--- src/rtl/mux_timer_display.sv ---
// Elapsed-time counter (SS/MM/HH-style digit pairs) scanned onto one shared 7-segment bus.
// Scan outputs are registered one cycle behind the index; single-cycle control pulses, no backpressure.
module mux_timer_display #(
  parameter int          NUM_DIG  = 4,
  parameter int          TICK_DIV = 1000000,
  parameter int          SCAN_DIV = 1000,
  parameter int          BLANK_LZ = 1,
  parameter logic [7:0]  DP_MASK  = 8'b0000_0100
) (
  input  logic       clk,
  input  logic       rst,
  input  logic       run_tgl,
  input  logic       clr,
  input  logic       hold_tgl,
  output logic [7:0] seg_com,
  output logic [7:0] seg_data,
  output logic       running,
  output logic       overflow
);

  localparam int             TW        = (TICK_DIV > 1) ? $clog2(TICK_DIV) : 1;
  localparam int             SW        = (SCAN_DIV > 1) ? $clog2(SCAN_DIV) : 1;
  localparam logic [TW-1:0]  TICK_LAST = TW'(TICK_DIV - 1);
  localparam logic [SW-1:0]  SCAN_LAST = SW'(SCAN_DIV - 1);
  localparam logic [2:0]     IDX_LAST  = 3'(NUM_DIG - 1);

  logic [TW-1:0]             tick_cnt;
  logic                      tick;
  logic                      hold;
  logic [NUM_DIG-1:0][3:0]   digits;
  logic [NUM_DIG-1:0][3:0]   snap;
  logic [NUM_DIG-1:0][3:0]   disp;
  logic [NUM_DIG-1:0]        at_max;
  logic [NUM_DIG-1:0]        inc;
  logic [NUM_DIG-1:0]        blank;
  logic                      wrap_all;
  logic [SW-1:0]             scan_cnt;
  logic [2:0]                scan_idx;
  logic [3:0]                cur_val;
  logic                      cur_blank;
  logic                      cur_dp;
  logic [7:0]                com_nxt;
  logic [7:0]                data_nxt;

  // Even positions are decimal units (0..9), odd positions are tens of a 60-base pair (0..5).
  function automatic logic [3:0] dig_max(input int i);
    return (i % 2 == 0) ? 4'd9 : 4'd5;
  endfunction

  function automatic logic [7:0] seg_enc(input logic [3:0] v);
    case (v)
      4'd0:    return 8'hFC;
      4'd1:    return 8'h60;
      4'd2:    return 8'hDA;
      4'd3:    return 8'hF2;
      4'd4:    return 8'h66;
      4'd5:    return 8'hB6;
      4'd6:    return 8'hBE;
      4'd7:    return 8'hE0;
      4'd8:    return 8'hFE;
      4'd9:    return 8'hF6;
      default: return 8'h00;
    endcase
  endfunction

  assign tick = running && (tick_cnt == TICK_LAST);

  // Ripple carry resolved within one cycle: digit i steps when every lower digit is at max.
  always_comb begin : carry_chain
    logic c;
    c      = tick;
    at_max = '0;
    inc    = '0;
    for (int i = 0; i < NUM_DIG; i++) begin
      at_max[i] = (digits[i] == dig_max(i));
      inc[i]    = c;
      c         = c && at_max[i];
    end
    wrap_all = c;
  end

  always_ff @(posedge clk or posedge rst) begin
    if (rst) begin
      tick_cnt <= '0;
      running  <= 1'b0;
      overflow <= 1'b0;
    end else begin
      running  <= running ^ run_tgl;
      overflow <= wrap_all && !clr;
      if (clr) begin
        tick_cnt <= '0;
      end else if (running) begin
        tick_cnt <= tick ? '0 : tick_cnt + 1'b1;
      end
    end
  end

  always_ff @(posedge clk or posedge rst) begin
    if (rst) begin
      digits <= '0;
    end else if (clr) begin
      digits <= '0;
    end else begin
      for (int i = 0; i < NUM_DIG; i++) begin
        if (inc[i]) begin
          digits[i] <= at_max[i] ? 4'd0 : digits[i] + 4'd1;
        end
      end
    end
  end

  // Snapshot is taken only on entry to hold; clr never touches it.
  always_ff @(posedge clk or posedge rst) begin
    if (rst) begin
      hold <= 1'b0;
      snap <= '0;
    end else begin
      hold <= hold ^ hold_tgl;
      if (hold_tgl && !hold) begin
        snap <= digits;
      end
    end
  end

  assign disp = hold ? snap : digits;

  always_comb begin : lz_blank
    logic z;
    z     = 1'b1;
    blank = '0;
    for (int i = NUM_DIG - 1; i >= 1; i--) begin
      z        = z && (disp[i] == 4'd0);
      blank[i] = z && (BLANK_LZ != 0);
    end
  end

  always_ff @(posedge clk or posedge rst) begin
    if (rst) begin
      scan_cnt <= '0;
      scan_idx <= 3'd0;
    end else if (scan_cnt == SCAN_LAST) begin
      scan_cnt <= '0;
      scan_idx <= (scan_idx == IDX_LAST) ? 3'd0 : scan_idx + 3'd1;
    end else begin
      scan_cnt <= scan_cnt + 1'b1;
    end
  end

  always_comb begin
    cur_val   = 4'd0;
    cur_blank = 1'b0;
    cur_dp    = 1'b0;
    for (int i = 0; i < NUM_DIG; i++) begin
      if (scan_idx == 3'(i)) begin
        cur_val   = disp[i];
        cur_blank = blank[i];
        cur_dp    = DP_MASK[i];
      end
    end
    com_nxt                 = 8'hFF;
    com_nxt[3'd7 - scan_idx] = 1'b0;
    data_nxt = cur_blank ? 8'h00 : (seg_enc(cur_val) | {7'd0, cur_dp});
  end

  always_ff @(posedge clk or posedge rst) begin
    if (rst) begin
      seg_com  <= 8'hFF;
      seg_data <= 8'h00;
    end else begin
      seg_com  <= com_nxt;
      seg_data <= data_nxt;
    end
  end

endmodule

--- config.mk ---
export PLATFORM = sky130hd
export DESIGN_NAME = mux_timer_display
export DESIGN_NICKNAME = d
export VERILOG_FILES = /design/src/rtl/mux_timer_display.sv
export SDC_FILE = /design/constraint.sdc
export NUM_CORES = 1
export LEC_CHECK = 0
export BUFFER_PORTS_ARGS = -buffer_cell sky130_fd_sc_hd__buf_2
export CORE_UTILIZATION = 57
export CTS_BUF_LIST = sky130_fd_sc_hd__clkbuf_8
export DETAILED_ROUTE_END_ITERATION = 8
export PLACE_DENSITY_LB_ADDON = 0.12
export RECOVER_POWER = 50
export SLEW_MARGIN = 20
export SYNTH_ARGS = -nofsm -noshare
export SYNTH_HDL_FRONTEND = slang
export SYNTH_SLANG_ARGS = --single-unit
--- constraint.sdc ---
create_clock -name clk -period 2.1 [get_ports clk]
set_input_delay 0.105 -clock clk [delete_from_list [all_inputs] [get_ports clk]]
set_output_delay 0.105 -clock clk [all_outputs]
set_load 0.01 [all_outputs]
==> impl_metrics.json <==
{
  "required_ps": 2380,
  "coreArea_mm2": 0.00745,
  "clock_sinks": 84,
  "overflow": 0,
  "fillers": 538,
  "period_share_pct": 106,
  "dieHeight_um": 90.7,
  "dp.final_hpwl_um": 6640,
  "irDropWorstVdd_mv": 0.351,
  "final.min_clock_period_ps": 2230,
  "end_kind": "flop",
  "postSynthAreaPerCell_um2": 10.3,
  "layoutNonFillerInstCount": 626,
  "syn_inst": 436,
  "initial_utilization_pct": 60.3,
  "vias": 3576,
  "clk_path_buf_depth": 2,
  "finalSetupViolations": 6,
  "place_congestion": 0.907,
  "grt_max_degree": 40,
  "cpPeakStageDelay_ps": 460,
  "r2r-end": "seg_data[4]",
  "status": "finished with violations",
  "drt.antenna.violating_nets": 0,
  "violations": "negative setup slack",
  "portBuffers": 22,
  "crit_type": "reg -> reg",
  "grt_use_total_pct": 25.1,
  "slew_viol_final": 0,
  "grtUsageMet1_pct": 31.7,
  "async_flop_share_pct": 100,
  "cp_top_family": "flip-flops",
  "placed_cells": 594,
  "final_cell_area_mm2": 0.00555,
  "worstPathMaxFanout": 4,
  "power.leakage_nw": 2.40,
  "synth_area_mm2": 0.00449,
  "synth_seq_cells": 84,
  "hold_class": "in -> reg",
  "skew_ps": 12.8,
  "synth-edff-count": 0,
  "dpl_cell_area_mm2": 0.00506,
  "wire_per_inst_um": 15.8,
  "firstDrtPassIters": 4,
  "worstReg2RegStart": "scan_idx[0]",
  "cts_made_buffers": 9,
  "insertion_delay_ps": 360,
  "yosys_warnings": 0,
  "synth_cell_types": 60,
  "clock.fmax_mhz": 449,
  "rsz0062_at_grt": "yes",
  "slew_headroom_pct": 15.1,
  "worst_pin_slew_ps": 1270,
  "hold_ws_ps": 84.2,
  "syn_to_final_growth_pct": 23.8,
  "holdCritStartpoint": "clr",
  "reg2reg_depth": 9,
  "power_mw": 3.39,
  "setup_ws_ps": -130,
  "crit_buf_inv": 2,
  "gr-max-usage-layer": "met2",
  "path_clk_slew_ps": 90,
  "whs_path_depth": 2,
  "grt_pass1_vias": 3553,
  "routed_wl_um": 9880,
  "grt_pass1_wl_um": 16600,
  "cts_root_buf": "clkbuf_8",
  "mostFrequentLayoutCells": "dfrtp_1 (74), buf_4 (62), nor2_1 (42), nand2_1 (27), a21oi_1 (22)",
  "maxCapViolCount": 0,
  "antenna_found_initial": 0,
  "crit_arrival_ps": 2510,
  "drc_errors": 0,
  "die_x_um": 90.7,
  "grt_use_met3_pct": 4.29,
  "viasPerCell": 5.71,
  "n_antenna_cell": 0,
  "num_rows": 31,
  "cts_tree": "done",
  "use_met2_pct": 42.9,
  "crit_path_start_kind": "flop",
  "drtIter0Drc": 186,
  "ys.flop_type": "dfrtp_1",
  "slowest_stage": "dfrtp_2",
  "ios": 23,
  "worst_hold_path.endpoint": "digits[12]",
  "dieArea_mm2": 0.00823,
  "path_cells": "inv_4 -> ha_4 -> or3b_4 -> o22ai_4 -> o22ai_2 -> ha_1 -> inv_2 -> mux2_4 -> a211oi_2",
  "layout_commonest_cell": "dfrtp_1",
  "synth_nets": 459,
  "synth_seq_area_share_pct": 47.1,
  "finalNetCount": 545,
  "drive_gt1_share_pct": 33.2,
  "final_util_pct": 74.6,
  "hold_viol_final": 0,
  "r2r_slack_ps": -130,
  "powerDensity_mw_per_mm2": 611,
  "htreeDepth": 3
}
## worst max-delay path by stage
| stage | start | endpoint | slack (ps) | cells after the start |
|---|---|---|---|---|
| floorplan | scan_idx[0] | seg_data[4] | -110 | 9 |
| global placement | scan_idx[0] | seg_data[4] | -70 | 8 |
| detailed placement | scan_idx[0] | seg_data[4] | -220 | 9 |
| CTS | scan_idx[1] | seg_data[4] | -130 | 9 |
| global route | scan_idx[0] | seg_data[4] | -180 | 9 |
| finish | scan_idx[0] | seg_data[4] | -130 | 9 |
## where the power goes
group | internal [mW] | total [mW] | leakage (nW) | switching, mW
sequential | 1.65 | 1.68 | 1.09 | 0.0261
combinational | 0.298 | 0.652 | 1.22 | 0.354
clock | 0.460 | 1.06 | 0.0938 | 0.605
## cell type report
type | count | area [µm²] | share of cell area, %
Clock buffer | 10 | 138 | 2.48
Clock inverter | 6 | 38.8 | 0.698
Inverter | 22 | 88.8 | 1.60
Multi-Input combinational cell | 313 | 2390 | 43.1
Sequential cell | 84 | 2110 | 38.1
Tap cell | 99 | 124 | 2.23
Timing Repair Buffer | 92 | 656 | 11.8
## per-layer routing
layer | wire length [µm] | up-vias
met3 | 308 | 22
met1 | 4370 | 1752
li1 | - | 1725
met5 | 0 | -
met4 | 220 | 0
met2 | 4990 | 77
## synthesized netlist by cell type, drive strengths merged, types with 2 or more instances
| cell type | instances | share of area [%] |
|---|---|---|
| dfrtp | 76 | 42 |
| nor2 | 42 | 3.5 |
| nand2 | 28 | 2.4 |
| a21oi | 23 | 2.6 |
| o21ai | 23 | 2.7 |
| inv | 22 | 1.8 |
| mux2i | 21 | 4.7 |
| nand3 | 20 | 2.2 |
| ha | 18 | 5.0 |
| mux2 | 17 | 4.3 |
| xor2 | 13 | 2.5 |
| xnor2 | 11 | 2.1 |
| clkbuf | 9 | 1.0 |
| buf | 8 | 1.5 |
| dfstp | 8 | 4.7 |
| nor3 | 8 | 0.89 |
| or3 | 8 | 1.1 |
| nor4 | 7 | 0.98 |
| or4 | 7 | 1.2 |
| nand4 | 6 | 1.2 |
| o22ai | 6 | 0.84 |
| nor2b | 5 | 0.70 |
| nor4b | 5 | 1.6 |
| a22oi | 4 | 0.67 |
| and2 | 4 | 0.59 |
| nand2b | 4 | 0.56 |
| a211oi | 3 | 0.50 |
| and3 | 3 | 0.42 |
| and4 | 3 | 0.61 |
| nand3b | 3 | 0.50 |
| or2 | 3 | 0.42 |
| o2111ai | 2 | 0.39 |
| o31ai | 2 | 0.33 |
## state kept, by name (all words and copies together), names as in the netlist
signal	count
tick_cnt	20
running	1
snap	16
digits	16
overflow	1
scan_cnt	10
hold	1
seg_com	8
scan_idx	3
seg_data	8
## per-stage QoR
stage | setup slack (ps) | setup TNS [ps]
after detailed placement | -224 | -500
after global routing | -181 | -859
after CTS | -132 | -230
final | -130 | -409
after global placement | -65.8 | -130
after floorplan | -112 | -112
## cells by family (layout without fill, tap and decap cells)
| kind of cell | after synthesis | in the layout | synth area share, % |
|---|---|---|---|
| xor gates and xnor gates | 24 | 24 | 4.68 |
| and+or+nand+nor | 162 | 162 | 20.3 |
| DFF | 84 | 84 | 47.1 |
| buffers and inverters | 39 | 130 | 4.32 |
| muxes | 38 | 38 | 8.95 |
| adders and majority gates | 18 | 18 | 5.02 |
| AOI/OAI and AO/OA | 71 | 71 | 9.70 |
## timing repair
action | 4_1_cts | 5_1_grt
resized for setup | 23 | 19
hold endpoints to repair | 27 | 0
setup buffers | 6 | 7
hold buffers | 3 | 0
endpoints found under the setup margin | 4 | 9
pin swaps | 11 | 5
Power figures use the tool's default switching activity.
